[config.mk]
export PLATFORM = sky130hd
export DESIGN_NAME = fnd_share_arb_flat
export DESIGN_NICKNAME = d
export VERILOG_FILES = /design/src/rtl/fnd_share_arb_if.sv /design/src/rtl/fnd_share_arb.sv /design/src/flat_wrapper.sv
export SDC_FILE = /design/constraint.sdc
export NUM_CORES = 1
export LEC_CHECK = 0
export ABC_CLOCK_PERIOD_IN_PS = 4000
export BUFFER_PORTS_ARGS = -buffer_cell sky130_fd_sc_hd__buf_4
export CAP_MARGIN = 10
export CORE_UTILIZATION = 45
export CTS_CLUSTER_DIAMETER = 120
export DETAILED_ROUTE_END_ITERATION = 7
export GPL_ROUTABILITY_DRIVEN = 0
export GPL_TIMING_DRIVEN = 0
export PLACE_DENSITY = 0.71
export SETUP_SLACK_MARGIN = 0.1
export SKIP_CTS_REPAIR_TIMING = 1
export SLEW_MARGIN = 30
export SYNTH_ARGS = -nofsm -noshare
export SYNTH_HDL_FRONTEND = slang
export SYNTH_SLANG_ARGS = --single-unit
[constraint.sdc]
create_clock -name clk -period 4 [get_ports clk]
set_clock_uncertainty 0.15 [all_clocks]
set_input_delay 1.2 -clock clk [delete_from_list [all_inputs] [get_ports clk]]
set_output_delay 1.2 -clock clk [all_outputs]
set_load 0.01 [all_outputs]
[src/rtl/fnd_share_arb_if.sv]
// Display-sharing bundle between two requesters and the arbiter that
// owns the fnd4digit digit bus.
interface fnd_share_arb_if;
   logic        req_a;
   logic [15:0] data_a;
   logic        req_b;
   logic [15:0] data_b;
   logic        grant_a;
   logic        grant_b;
   logic        busy;
   logic [15:0] hex_out;

   modport master (
      output req_a, data_a, req_b, data_b,
      input  grant_a, grant_b, busy, hex_out
   );

   modport slave (
      input  req_a, data_a, req_b, data_b,
      output grant_a, grant_b, busy, hex_out
   );
endinterface

[src/rtl/fnd_share_arb.sv]
// Two-requester arbiter for a shared 4-digit display: round-robin on ties,
// minimum-hold time slicing, and fully registered grant/digit outputs.
module fnd_share_arb #(
   parameter int unsigned MIN_HOLD     = 1000,
   parameter logic [15:0] IDLE_PATTERN = 16'h0000
) (
   input  logic            clk,
   input  logic            rst_n,
   fnd_share_arb_if.slave  bus
);

   typedef enum logic [1:0] {IDLE, OWN_A, OWN_B} state_e;
   typedef enum logic       {OWNER_A = 1'b0, OWNER_B = 1'b1} owner_e;

   localparam logic [15:0] HOLD_MAX = 16'(MIN_HOLD);

   state_e      state;
   state_e      state_next;
   owner_e      last_owner;
   logic [15:0] hold_cnt;
   logic [15:0] hex_next;
   logic        hold_done;

   assign hold_done = (hold_cnt == HOLD_MAX);

   // NOTE: every signal written here gets a default first so no latch is inferred.
   always_comb begin
      state_next = state;
      hex_next   = IDLE_PATTERN;

      case (state)
         IDLE: begin
            if (bus.req_a && bus.req_b)
               state_next = (last_owner == OWNER_B) ? OWN_A : OWN_B;
            else if (bus.req_a)
               state_next = OWN_A;
            else if (bus.req_b)
               state_next = OWN_B;
         end
         OWN_A: begin
            if (!bus.req_a)
               state_next = bus.req_b ? OWN_B : IDLE;
            else if (bus.req_b && hold_done)
               state_next = OWN_B;
         end
         OWN_B: begin
            if (!bus.req_b)
               state_next = bus.req_a ? OWN_A : IDLE;
            else if (bus.req_a && hold_done)
               state_next = OWN_A;
         end
         default: state_next = IDLE;
      endcase

      // Digits come whole from one side, chosen by the next owner.
      case (state_next)
         OWN_A:   hex_next = bus.data_a;
         OWN_B:   hex_next = bus.data_b;
         default: hex_next = IDLE_PATTERN;
      endcase
   end

   // NOTE: sequential state uses non-blocking assignments only.
   always_ff @(posedge clk or negedge rst_n) begin
      if (!rst_n) begin
         state       <= IDLE;
         last_owner  <= OWNER_B;
         hold_cnt    <= '0;
         bus.grant_a <= 1'b0;
         bus.grant_b <= 1'b0;
         bus.busy    <= 1'b0;
         bus.hex_out <= IDLE_PATTERN;
      end else begin
         state       <= state_next;
         bus.grant_a <= (state_next == OWN_A);
         bus.grant_b <= (state_next == OWN_B);
         bus.busy    <= (state_next != IDLE);
         bus.hex_out <= hex_next;

         if (state_next != state) begin
            hold_cnt <= '0;
            if (state_next == OWN_A)
               last_owner <= OWNER_A;
            else if (state_next == OWN_B)
               last_owner <= OWNER_B;
         end else if (state_next != IDLE && !hold_done) begin
            hold_cnt <= hold_cnt + 16'd1;
         end
      end
   end

endmodule

[src/flat_wrapper.sv]
// flat-port wrapper written by rule: the top's interface ports become plain ports
module fnd_share_arb_flat 
#(
   parameter int unsigned MIN_HOLD     = 1000,
   parameter logic [15:0] IDLE_PATTERN = 16'h0000
)
  (clk, rst_n, bus_req_a, bus_data_a, bus_req_b, bus_data_b, bus_grant_a, bus_grant_b, bus_busy, bus_hex_out);
  fnd_share_arb_if bus_i ();
  input  logic clk;
  input  logic rst_n;
  input wire logic [$bits(bus_i.req_a)-1:0] bus_req_a;
  input wire logic [$bits(bus_i.data_a)-1:0] bus_data_a;
  input wire logic [$bits(bus_i.req_b)-1:0] bus_req_b;
  input wire logic [$bits(bus_i.data_b)-1:0] bus_data_b;
  output wire logic [$bits(bus_i.grant_a)-1:0] bus_grant_a;
  output wire logic [$bits(bus_i.grant_b)-1:0] bus_grant_b;
  output wire logic [$bits(bus_i.busy)-1:0] bus_busy;
  output wire logic [$bits(bus_i.hex_out)-1:0] bus_hex_out;
  assign bus_i.req_a = bus_req_a;
  assign bus_i.data_a = bus_data_a;
  assign bus_i.req_b = bus_req_b;
  assign bus_i.data_b = bus_data_b;
  assign bus_grant_a = bus_i.grant_a;
  assign bus_grant_b = bus_i.grant_b;
  assign bus_busy = bus_i.busy;
  assign bus_hex_out = bus_i.hex_out;
  fnd_share_arb #(.MIN_HOLD(MIN_HOLD), .IDLE_PATTERN(IDLE_PATTERN)) u_core (.clk(clk), .rst_n(rst_n), .bus(bus_i));
endmodule
==> impl_metrics.toml <==
[synthesis]
muxShareOfSynthArea_pct = 0.5288
netlist_area_um2 = 1893
ys_types = 39
synth_xor_area_share_pct = 7.403
avgSynthCellArea_um2 = 10.52
syn_inst = 180
synth_compound_area_share_pct = 10.31
yosys_warnings = 0
synth-seq-cells = 38
ys_seq_area_share_pct = 50.30
synthAdderAreaFrac_pct = 3.966
synth_top_family_by_area = "simple AND/OR/NAND/NOR gates"
syn_nets = 222
synth-simple-area-share_pct = 23.27

[sta]
hold_violations = 0
worst_slack_ns = 0.4577
totalNegativeSetupSlack_ns = 0
rsz0062_at_grt = "false"
fmax_mhz = 282.3
setup_viol_count_final = 0
slew_headroom_pct = 66.91
finalCriticalPeriod_ns = 3.542
drv_slew = 0
finalCritPeriodShare_pct = 88.56
worst_slew_pin_slew_ns = 0.4926
finalHoldWorstSlack_ns = 0.3353

[placement]
hpwl_um = 2757
io_buffers = 53
place_area_um2 = 2354
place_ws_ns = 0.4294

[route]
met3WireLength_um = 307
dr_total_vias = 1503
met1Wirelength_um = 1608
top_layer = "met4"
ant_nets = 0
met2_length_um = 1772
drc = 0
post_drt_wl_per_cell_um = 12.84
first_iter_violations = 84
avgViaCountPerCell = 5.183
wl_um = 3724
dr.pass1.iters = 4

[pwr]
seqPwrFrac_pct = 44.9
p_int_uw = 707.5
p_switching_uw = 310.2
clkPwrFrac_pct = 23.9
comb_power_share_pct = 31.2
p_sw_share_pct = 30.48
leakage_uw = 0.001124
power_per_cell_area_nw_per_um2 = 418.4
ir_worst_vdd_v = 0.0002269

[clock_network]
cts_num_sinks = 38
cts_tree = "yes"
cts-root-buf = "clkbuf_8"
numCtsBuffers = 5
h-tree-depth = 2
cts.clk_slew.worst_paths_ns = 0.07
cts_buffer_depth = 2
clkLatencyLatePin_ns = 0.29

[final_layout]
layout-drive-gt1-share_pct = 29.58
fillers = 356
syn_to_final_growth_pct = 28.49
n_antenna_cell = 0
final_cell_mix = "buf_4 (53), dfrtp_1 (37), nor2_1 (25), a22oi_1 (16), nor2b_1 (16)"
final_common_cell = "buf_4"
fin_nets = 282
final_area_um2 = 2432

[worst_setup_path]
worstPathRequired_ns = 4.03
path_class = "reg -> reg"
critical_path.max_fanout = 9
regToRegSetupSlack_ns = 0.46
endpoint_kind = "flop"
cp.arrival_ns = 3.58
cp-start-kind = "flop"

[job]
cap_violations = 0

[grt]
antenna_found_initial = 0
grt_pass1_vias = 1468
grt_usage_pct = 19.01
grt_pass1_wl_um = 6244
grt.overflow.total = 0
grt_max_degree = 39

[floorplan]
io_pins = 55
rows = 23
core_area_um2 = 4029
die_w_um = 66.86
dieArea_um2 = 4470
chipHeight_um = 66.86
initial_core_util_pct = 46.99

[status]
status = "finished, final reports clean"

[hold_path]
hold_path.class = "reg -> reg"
## worst max-delay path, stage by stage (launching register included)
cell and delay [ns]:
dfrtp_1 0.42, or4b_4 0.56, nor4_4 0.52, nor2_1 0.09, o21ai_0 0.20, nand3_1 0.16, ha_1 0.31, nand3b_1 0.23
nor3_1 0.41, nand4_1 0.17, xor2_1 0.16, nor2_1 0.05
## cells in the mapped netlist (all sizes together)
library cell	instances	area (um^2)
o21a	1	7.510
nand4	5	31.28
nand3b	1	7.510
buf	3	31.27
and3	3	18.77
mux2i	1	10.01
dfrtp	37	925.9
nor3	2	10.01
dfstp	1	26.28
nor2b	16	100.1
nor2	25	93.84
inv	6	22.52
nand4bb	1	11.26
nand3	7	35.03
ha	6	75.07
and4	1	8.760
a21oi	2	10.01
and2	1	6.260
o21ai	4	20.02
a22o	1	10.01
o311a	1	21.27
xnor2	9	78.83
clkdlybuf4s50	1	11.26
or3	3	20.02
and4b	1	10.01
a22oi	16	120.1
clkbuf	4	15.01
or4b	1	13.76
nand2b	1	6.260
xor2	7	61.31
nor4	2	27.53
o22ai	1	6.260
nand2	7	26.28
or2	1	6.260
nor3b	1	7.510
## per-stage QoR
step | total power (uW) | std cells | util, %
final | 1018 | 290 | 60.37
after detailed placement | 784.4 | 283 | 58.42
after global routing | 1084 | 290 | 60.37
after floorplan | 652.9 | 180 | -
after CTS | 1031 | 290 | 60.37
after global placement | 779.7 | 283 | 58.42
## path summary, 6_finish.rpt
| path | from | endpoint | cells after the start |
|---|---|---|---|
| worst min-delay path | u_core.last_owner | u_core.last_owner | 2 |
| max in group asynchronous | rst_n | u_core.last_owner | 1 |
| worst min register to register | u_core.last_owner | u_core.last_owner | 2 |
| worst max register to register | u_core.hold_cnt[10] | u_core.hold_cnt[15] | 11 |
| worst max-delay path | u_core.hold_cnt[10] | u_core.hold_cnt[15] | 11 |
| min in group asynchronous | rst_n | u_core.hold_cnt[13] | 1 |
## sequential cells by signal (all words and copies together), names as in the netlist
signal,count
u_core.bus.busy,1
u_core.bus.grant_a,1
u_core.bus.grant_b,1
u_core.bus.hex_out,16
u_core.hold_cnt,16
u_core.last_owner,1
u_core.state,2
## area by class of cell
| class | instances | area (um^2) | area share (%) |
|---|---|---|---|
| clock buffer | 5 | 68.82 | 2.829 |
| tap | 50 | 62.56 | 2.572 |
| clock inverter | 2 | 10.01 | 0.4115 |
| inverter | 6 | 22.52 | 0.9259 |
| sequential | 38 | 952.2 | 39.15 |
| buffer | 8 | 57.56 | 2.366 |
| multi-input combinational | 128 | 860.8 | 35.39 |
| timing repair buffer | 53 | 397.9 | 16.36 |
## cells by family after synthesis
group	after synthesis
buffers and inverters	14
XOR/XNOR	16
AND/OR/NAND/NOR	79
flip-flops	38
adder cells (fa/ha/maj)	6
AO/OA/AOI/OAI	26
multiplexers	1
## routing by layer
| layer | GRT usage, % | vias to the layer above |
|---|---|---|
| li1 | - | 735 |
| met1 | 22.45 | 710 |
| met2 | 30.43 | 54 |
| met3 | 8.562 | 4 |
| met4 | 6.383 | 0 |
| met5 | 0 | - |
## power by group through the flow
stage	clock network [uW]	logic, uW	registers, uW
final	243	318	457
after global routing	269	351	464
after CTS	252	322	457
after detailed placement	0	320	465
after global placement	0	316	463
after floorplan	0	174	479
No activity file was read; power rests on OpenSTA's default activity.
